## src/rtl/pc_pkg.sv

```systemverilog
// Shared types and helpers for the fetch-stage program counter with return-address stack.
package pc_pkg;

  typedef enum logic [2:0] {
    PC_INC  = 3'd0,
    PC_JMP  = 3'd1,
    PC_BR   = 3'd2,
    PC_CALL = 3'd3,
    PC_RET  = 3'd4
  } pc_op_t;

  typedef enum logic [1:0] {
    NONE = 2'd0,
    OVF  = 2'd1,
    UNF  = 2'd2
  } pc_fault_t;

  typedef enum logic [1:0] {
    ST_BOOT  = 2'd0,
    ST_RUN   = 2'd1,
    ST_DONE  = 2'd2,
    ST_FAULT = 2'd3
  } pc_state_t;

  // Sign-extend the low 'ow' bits of 'off' to 32 bits.
  function automatic logic [31:0] sext_off(input logic [31:0] off, input int unsigned ow);
    logic signed [31:0] tmp;
    tmp = $signed(off << (32'd32 - ow));
    return tmp >>> (32'd32 - ow);
  endfunction

endpackage

```

## src/rtl/ras_stack.sv

```systemverilog
// Return-address stack: register array with a fill pointer; the top entry is always presented on rdata.
module ras_stack
  import pc_pkg::*;
#(
  parameter  int A  = 10,
  parameter  int D  = 8,
  localparam int DW = $clog2(D + 1),
  localparam int IW = (D > 1) ? $clog2(D) : 1
) (
  input  logic          clk,
  input  logic          Reset,
  input  logic          push,
  input  logic          pop,
  input  logic [A-1:0]  wdata,
  output logic [A-1:0]  rdata,
  output logic [DW-1:0] depth,
  output logic          full,
  output logic          empty
);

  logic [A-1:0]  mem_r [D];
  logic [DW-1:0] ptr_r;
  logic [IW-1:0] wr_idx_s;
  logic [IW-1:0] rd_idx_s;
  logic          do_push_s;
  logic          do_pop_s;

  // Index decode and push/pop qualification against full/empty.
  always_comb begin
    full      = (ptr_r == DW'(D));
    empty     = (ptr_r == DW'(0));
    do_push_s = push && !full && !Reset;
    do_pop_s  = pop && !empty;
    wr_idx_s  = IW'(ptr_r);
    if (empty) begin
      rd_idx_s = IW'(0);
    end else begin
      rd_idx_s = IW'(ptr_r - DW'(1));
    end
    rdata = mem_r[rd_idx_s];
    depth = ptr_r;
  end

  // Fill pointer; reset empties the stack.
  always_ff @(posedge clk) begin
    if (Reset) begin
      ptr_r <= DW'(0);
    end else if (do_push_s) begin
      ptr_r <= ptr_r + DW'(1);
    end else if (do_pop_s) begin
      ptr_r <= ptr_r - DW'(1);
    end else begin
      ptr_r <= ptr_r;
    end
  end

  // Entry storage; contents need no reset since depth gates every read.
  always_ff @(posedge clk) begin
    if (do_push_s) begin
      mem_r[wr_idx_s] <= wdata;
    end
  end

endmodule

```

## src/rtl/prog_ctr_ras.sv

```systemverilog
// Fetch-stage program counter: increment, jump, relative branch, call/return via RAS, stall, halt.
module prog_ctr_ras
  import pc_pkg::*;
#(
  parameter  int A  = 10,
  parameter  int D  = 8,
  parameter  int OW = 8,
  localparam int DW = $clog2(D + 1)
) (
  input  logic          clk,
  input  logic          Reset,
  input  logic          Stall,
  input  logic          Halt,
  input  pc_op_t        Op,
  input  logic          Cond,
  input  logic [A-1:0]  Target,
  input  logic [OW-1:0] Offset,
  output logic [A-1:0]  ProgCtr,
  output logic          Running,
  output logic          Done,
  output logic          Fault,
  output pc_fault_t     FaultCode,
  output logic [DW-1:0] Depth
);

  pc_state_t     state_r, state_nxt_s;
  pc_fault_t     code_r, code_nxt_s;
  logic [A-1:0]  pc_r, pc_nxt_s, pc_inc_s, off_s, rdata_s;
  logic          active_s, push_s, pop_s, full_s, empty_s;
  logic [DW-1:0] depth_s;

  ras_stack #(.A(A), .D(D)) u_ras (
    .clk   (clk),
    .Reset (Reset),
    .push  (push_s),
    .pop   (pop_s),
    .wdata (pc_inc_s),
    .rdata (rdata_s),
    .depth (depth_s),
    .full  (full_s),
    .empty (empty_s)
  );

  // State, PC and fault-code registers.
  always_ff @(posedge clk) begin
    if (Reset) begin
      state_r <= ST_BOOT;
      pc_r    <= A'(0);
      code_r  <= NONE;
    end else begin
      state_r <= state_nxt_s;
      pc_r    <= pc_nxt_s;
      code_r  <= code_nxt_s;
    end
  end

  // Next state: Done and Fault are terminal until Reset.
  always_comb begin
    state_nxt_s = state_r;
    case (state_r)
      ST_BOOT: state_nxt_s = ST_RUN;
      ST_RUN: begin
        if (Halt) begin
          state_nxt_s = ST_DONE;
        end else if (Stall) begin
          state_nxt_s = ST_RUN;
        end else if ((Op == PC_CALL) && full_s) begin
          state_nxt_s = ST_FAULT;
        end else if ((Op == PC_RET) && empty_s) begin
          state_nxt_s = ST_FAULT;
        end else begin
          state_nxt_s = ST_RUN;
        end
      end
      ST_DONE:  state_nxt_s = ST_DONE;
      ST_FAULT: state_nxt_s = ST_FAULT;
      default:  state_nxt_s = ST_BOOT;
    endcase
  end

  // Next-PC mux and stack control; a faulting call/return leaves the PC where it is.
  always_comb begin
    pc_inc_s   = pc_r + A'(1);
    off_s      = A'(sext_off(32'(Offset), OW));
    active_s   = (state_r == ST_RUN) && !Halt && !Stall;
    pc_nxt_s   = pc_r;
    code_nxt_s = code_r;
    push_s     = 1'b0;
    pop_s      = 1'b0;
    if (active_s) begin
      case (Op)
        PC_JMP: pc_nxt_s = Target;
        PC_BR: begin
          if (Cond) begin
            pc_nxt_s = pc_r + off_s;
          end else begin
            pc_nxt_s = pc_inc_s;
          end
        end
        PC_CALL: begin
          if (full_s) begin
            code_nxt_s = OVF;
          end else begin
            push_s   = 1'b1;
            pc_nxt_s = Target;
          end
        end
        PC_RET: begin
          if (empty_s) begin
            code_nxt_s = UNF;
          end else begin
            pop_s    = 1'b1;
            pc_nxt_s = rdata_s;
          end
        end
        default: pc_nxt_s = pc_inc_s;
      endcase
    end else begin
      pc_nxt_s = pc_r;
    end
  end

  // Output decode, driven only from registers.
  always_comb begin
    ProgCtr   = pc_r;
    FaultCode = code_r;
    Depth     = depth_s;
    Running   = (state_r != ST_BOOT);
    Done      = (state_r == ST_DONE);
    Fault     = (state_r == ST_FAULT);
  end

endmodule

```

## config.mk

```make
export PLATFORM = sky130hd
export DESIGN_NAME = prog_ctr_ras
export DESIGN_NICKNAME = d
export VERILOG_FILES = /design/src/rtl/pc_pkg.sv /design/src/rtl/ras_stack.sv /design/src/rtl/prog_ctr_ras.sv
export SDC_FILE = /design/constraint.sdc
export NUM_CORES = 1
export LEC_CHECK = 0
export CAP_MARGIN = 15
export CORE_MARGIN = 5
export CORE_UTILIZATION = 60
export CTS_BUF_LIST = sky130_fd_sc_hd__clkbuf_2 sky130_fd_sc_hd__clkbuf_4 sky130_fd_sc_hd__clkbuf_8
export DETAILED_ROUTE_END_ITERATION = 8
export GPL_ROUTABILITY_DRIVEN = 0
export PLACE_DENSITY = 0.84
export SYNTH_ARGS = -nofsm -noshare
export SYNTH_HDL_FRONTEND = slang
export SYNTH_SLANG_ARGS = --single-unit
```

## constraint.sdc

```tcl
create_clock -name clk -period 3.7 [get_ports clk]
set_input_delay 0.74 -clock clk [delete_from_list [all_inputs] [get_ports clk]]
set_output_delay 0.74 -clock clk [all_outputs]
set_load 0.005 [all_outputs]
```

Word-level counts from Yosys, hierarchy flattened
Memory sizes are Yosys's and may differ from the RTL's.
Index checks and enable logic that the tools add are counted.
{"block": "totals", "register_bits": 18, "ramBits": 80, "inputBits": 26, "out_inout_bits": 19, "elab_cells": 63, "n_memories": 1}
{"name": "u_ras.mem_r", "depth": 8, "word_bits": 10, "rd": 1, "rd_ports_with_merged_regs": 0, "wr": 1, "line_no": "ras_stack.sv:21", "text": "logic [A-1:0] mem_r [D];"}
{"block": "classes", "n_addsub": 4, "n_eq_ne": 12, "mux": 23, "reduce_logical": 19}
{"op": "10-bit one-hot mux with 4 select lines", "count": 1}
{"op": "10-bit 2-to-1 mux", "count": 3}
{"op": "2-bit 2-to-1 mux", "count": 6}
{"op": "10-bit by 1-bit adder with 10-bit output (second input constant)", "count": 1}
{"op": "10-bit adder", "count": 1}
{"op": "1-bit 2-to-1 mux", "count": 8}
{"op": "4-bit 2-to-1 mux", "count": 2}
{"op": "2-bit inequality test (second input constant)", "count": 4}
{"op": "2-bit one-hot mux with 4 select lines", "count": 1}
{"op": "1-bit logical AND", "count": 7}
{"op": "3-bit by 2-bit equality test with 1-bit output (second input constant)", "count": 2}
{"op": "2-bit nonzero test", "count": 3}
{"op": "1-bit logical NOT", "count": 5}
{"op": "4-bit by 1-bit adder with 4-bit output (second input constant)", "count": 1}
{"op": "2-bit equality test (second input constant)", "count": 2}
{"op": "4-bit equality test (second input constant)", "count": 1}
{"op": "4-bit logical NOT", "count": 1}
{"op": "2-bit one-hot mux with 2 select lines", "count": 1}
{"op": "4-bit AND reduction", "count": 1}
{"op": "4-bit by 1-bit subtractor with 4-bit output (second input constant)", "count": 1}
{"op": "3-bit by 1-bit equality test with 1-bit output (second input constant)", "count": 1}
{"op": "3-bit equality test (second input constant)", "count": 1}
{"op": "3-bit 2-to-1 mux", "count": 1}
{"op": "3-bit AND reduction", "count": 1}
{"op": "other kinds (2)", "count": 2}

Longest topological paths before layout
{"block": "logic_depth", "word_depth": 8, "depth_mapped": 12, "mapped_depth_nobuf": 8}

Hierarchy
Synthesis repeated with hierarchy kept, for this count alone.
{"block": "hier_totals", "cells_unflattened": 406, "hier_area_um2": 5073.6}
{"module": "ras_stack", "n_inst": 1, "cells_per_inst": 178, "area_each_um2": 3429.5, "seq_area_each_um2": 2482.4}
{"module": "prog_ctr_ras", "n_inst": 1, "cells_per_inst": 228, "area_each_um2": 1644.1, "seq_area_each_um2": 280.3}

Worst setup path before layout
Ideal clock, no wire load.
{"block": "synth_timing", "path_type": "reg2reg", "startpoint": "reg u_ras.ptr_r[0], in the netlist u_ras.depth[0]", "endpoint": "mem u_ras.mem_r[0][0] (enable)", "setup_time_ns": 0.390, "arrival_time_ns": 2.458, "t_required_ns": 3.310, "setup_slack_ns": 0.852, "path_stages_with_launch": 9, "n_path_buf": 2, "synth_period_minus_slack_ns": 2.848, "path_cell_list": "dfxtp_1 > buf_2 > inv_1 > buf_2 > ha_1 > and3b_1 > nor4_4 > nand2_1 > nor3_1"}
{"block": "synth_via", "elab_chain_cells": 8, "elab_cells_between_ends": 9, "classes_between": "eq/ne: 1; mux: 5; reduce/logical: 3"}
{"element": "from (decl)", "line_no": "ras_stack.sv:22", "text": "logic [DW-1:0] ptr_r;"}
{"element": "from (signal assigned)", "line_no": "ras_stack.sv:49", "text": "ptr_r <= ptr_r + DW'(1);"}
{"element": "from (signal assigned)", "line_no": "ras_stack.sv:51", "text": "ptr_r <= ptr_r - DW'(1);"}
{"element": "from (signal assigned)", "line_no": "ras_stack.sv:53", "text": "ptr_r <= ptr_r;"}
{"element": "4-bit equality test", "line_no": "ras_stack.sv:30", "text": "full = (ptr_r == DW'(D));"}
{"element": "1-bit 2-to-1 mux", "line_no": "prog_ctr_ras.sv:101", "text": "if (full_s) begin"}
{"element": "1-bit 2-to-1 mux", "line_no": "prog_ctr_ras.sv:91", "text": "case (Op)"}
{"element": "1-bit 2-to-1 mux", "line_no": "prog_ctr_ras.sv:90", "text": "if (active_s) begin"}
{"element": "1-bit logical AND (2 in a row)", "line_no": "ras_stack.sv:32", "text": "do_push_s = push && !full && !Reset;"}
{"element": "1-bit 2-to-1 mux", "line_no": "ras_stack.sv:59", "text": "if (do_push_s) begin"}
{"element": "1-bit 2-to-1 mux (not written as such)", "line_no": "ras_stack.sv:60", "text": "mem_r[wr_idx_s] <= wdata;"}
{"element": "to (decl)", "line_no": "ras_stack.sv:21"}
Several ways; a longest one is shown, not always the timed one.

Final worst setup path
{"block": "layout_timing", "startpoint": "reg u_ras.ptr_r[1], in the netlist u_ras.depth[1]", "endpoint": "reg pc_r[7], in the netlist ProgCtr[7]"}
{"block": "layout_via", "elab_chain_cells": 5, "elab_cells_between_ends": 10, "classes_between": "add/sub: 1; eq/ne: 3; mux: 3; reduce/logical: 2; memory: 1"}
{"element": "4-bit by 1-bit subtractor with 4-bit output or 4-bit logical NOT (tied branches)", "line_no": "ras_stack.sv:38, ras_stack.sv:31"}
{"element": "3-bit 2-to-1 mux", "line_no": "ras_stack.sv:35", "text": "if (empty) begin"}
{"element": "memory 8 x 10 bit"}
{"element": "10-bit 2-to-1 mux", "line_no": "prog_ctr_ras.sv:109", "text": "if (empty_s) begin"}
{"element": "10-bit one-hot mux with 4 select lines", "line_no": "prog_ctr_ras.sv:91"}
{"element": "to (signal assigned)", "line_no": "prog_ctr_ras.sv:52", "text": "pc_r <= pc_nxt_s;"}
{"element": "to (decl)", "line_no": "prog_ctr_ras.sv:28", "text": "logic [A-1:0] pc_r, pc_nxt_s, pc_inc_s, off_s, rdata_s;"}
Several ways; a longest one is shown, not always the timed one. The select of a mux whose other input is x is not followed.
A chain may end at the register's enable or synchronous reset.

==> out/results.ini <==
[floorplanning]
io_pins = 45
die_area_um2 = 10200
die_h_um = 101
start_util = 0.612
coreArea_um2 = 8130
num_rows = 33
die_w_um = 101

[clock_tree]
cts_max_level = 3
cts_resized = 0
ctsHoldBuffers = 0
clkSlewWorstSetupHoldPaths_ns = 0.10
cts-root-buf = clkbuf_8
clk_path_buf_depth = 2
clk_latency_ns = 0.37
cts_setup_buffers = 0
cts_sinks = 98
cts_tree = done
cts-buffers-inserted = 9

[global_routing]
grt_pass1_wl_mm = 20.0
grt_max_degree = 28
overflow = 0
track_usage = 0.259
grt_pass1_vias = 3782
antenna_found_initial = 0

[synthesis]
synth_top_cell_area_share = 0.483
synthesis.area_um2 = 4980
netlist_top_cells_area = edfxtp_1, dfxtp_1, ha_1
netlist_instances = 424
synth_seq_cells = 98
async_flop_share = 0
syn-mean-instance-area_um2 = 11.7
ys_seq_area_frac = 0.555
syn-num-nets = 463
synth_flop_cell = edfxtp_1
synth_cell_types = 73
synth_top_cell_by_area = edfxtp_1
yosysWarningCount = 0
synth_edf_count = 80

[sta]
hold_viol = 0
period_minus_slack_ns = 3.01
slew_headroom = 0.416
rsz0062_at_grt = no
worst_pin_slew_ns = 0.870
fin_tns_setup_ns = 0
fin_crit_sh = 0.813
max_freq_mhz = 332
slew_viol_final = 0
skew_ns = 0.0118
setup_viol = 0

[worst_hold_path]
worstHoldPathCells = 2
min_path_type = flop to flop
min_delay_worst_endpoint = FaultCode[1]
min_from = FaultCode[1]

[detailed_routing]
drt_first_pass_iters = 5
ant_nets = 0
wl_met1_mm = 5.03
routed-wl-met2_mm = 6.31
highest_layer = met4
finalWirelength_mm = 12.7
viasPerCell = 6.59
wl_per_cell_um = 21.8
vias = 3859
drc_errors = 0
drt_iter0_drc = 448
wl_met3_mm = 1.06

[layout]
nFillCells = 568
area_delta_synth_final_pct = 16.2
layout-drive-gt1-share = 0.114
insertedDiodeCount = 0
post-route-util = 0.711
mostFrequentLayoutCells = edfxtp_1, clkdlybuf4s50_1, nand2_1
mostFrequentLayoutCell = edfxtp_1
nets = 515

[critical_path]
reg2reg_setup_slack_ns = 0.69
worstSetupStartpointType = flop
cp.arrival_ns = 3.26
path_max_fanout = 14
setup.worst_path.class = flop to flop
rr_worst_depth = 8
cp.required_ns = 3.95
reg2reg_from = u_ras.depth[1]
r2r_end = ProgCtr[7]
worst_setup_path_end_kind = flop
critPathLaunch = u_ras.depth[1]

[power_and_ir_drop]
irDropWorstVdd_uv = 402
power_mw = 2.13
p_leak_nw = 2.01
pwr_density_cell_nw_per_um2 = 368

[status]
status = finished, final reports clean

[place]
io_buffers = 44
hpwlAfterDp_mm = 8.89

[flow_run]
maxCapViolations = 0

==> where the power goes <==
group | internal, mW | switching (mW)
Combinational | 0.0848 | 0.0950
Sequential | 1.20 | 0.0136
Clock | 0.331 | 0.405
==> state kept, by name, indices dropped and copies added (netlist names) <==
register,count
u_ras.mem_r,80
ProgCtr,10
u_ras.depth,4
FaultCode,2
state_r,2
==> worst max-delay path: stages (launching register included) <==
cell       delay, ns
dfxtp_1         0.54
inv_1           0.13
ha_1            0.31
nor3b_4         0.26
nor2_2          0.66
mux2i_1         0.38
a211oi_1        0.13
a2111oi_0       0.37
a21oi_1         0.12
==> cell usage after synthesis, drive strengths merged, types with 4 or more instances <==
library cell / instances
a31oi: 7
clkbuf: 6
nand3: 11
xnor2: 7
ha: 12
a2111oi: 5
a21oi: 21
and3: 6
buf: 14
xor2: 9
mux2i: 13
o221ai: 8
nor3: 8
a221oi: 10
edfxtp: 80
dfxtp: 18
o21ai: 26
nand2: 35
a211oi: 7
a21o: 4
inv: 10
a22o: 4
nor2: 30
nor2b: 8
==> layout make-up <==
cell class              count  area (µm²)  area share
flip-flops and latches     98        2760       0.478
multi-input cells         296        2060       0.357
repair buffers             61         568      0.0983
well taps                 105         131      0.0227
clock buffers               9         124      0.0214
clock inverters             7        92.6      0.0160
inverters                  10        37.5     0.00649
==> routing by layer <==
layer	vias up	track usage
met5	-	0
met4	0	0.121
met3	38	0.0561
met2	223	0.421
met1	1848	0.331
li1	1750	-
==> cell families (layout without fill, tap and decap cells) <==
logic type | count (synthesis) | in the layout | synth area share
and+or+nand+nor | 133 | 133 | 0.149
buffers and inverters | 30 | 87 | 0.0299
AOI/OAI and AO/OA | 117 | 117 | 0.166
xor gates and xnor gates | 16 | 16 | 0.0282
DFF | 98 | 98 | 0.555
adders and majority gates | 13 | 13 | 0.0342
muxes | 17 | 17 | 0.0375
==> how the worst max path moves through the flow <==
stage	to	slack [ns]
finish	ProgCtr[7]	0.69
global route	ProgCtr[7]	0.54
CTS	ProgCtr[7]	0.75
detailed placement	ProgCtr[9]	0.60
global placement	ProgCtr[6]	0.68
floorplan	u_ras.mem_r[0][0]	0.85
==> per-stage QoR <==
stage	hold slack (ns)	cells	area, µm²	setup WS (ns)
2_1_floorplan	0.489	424	4980	0.852
3_3_place_gp	0.476	570	5560	0.684
3_5_place_dp	0.492	570	5560	0.599
4_1_cts	0.516	586	5780	0.747
5_1_grt	0.562	586	5780	0.542
6_report	0.504	586	5780	0.691
Note: power is estimated with default switching activity, not from simulation.
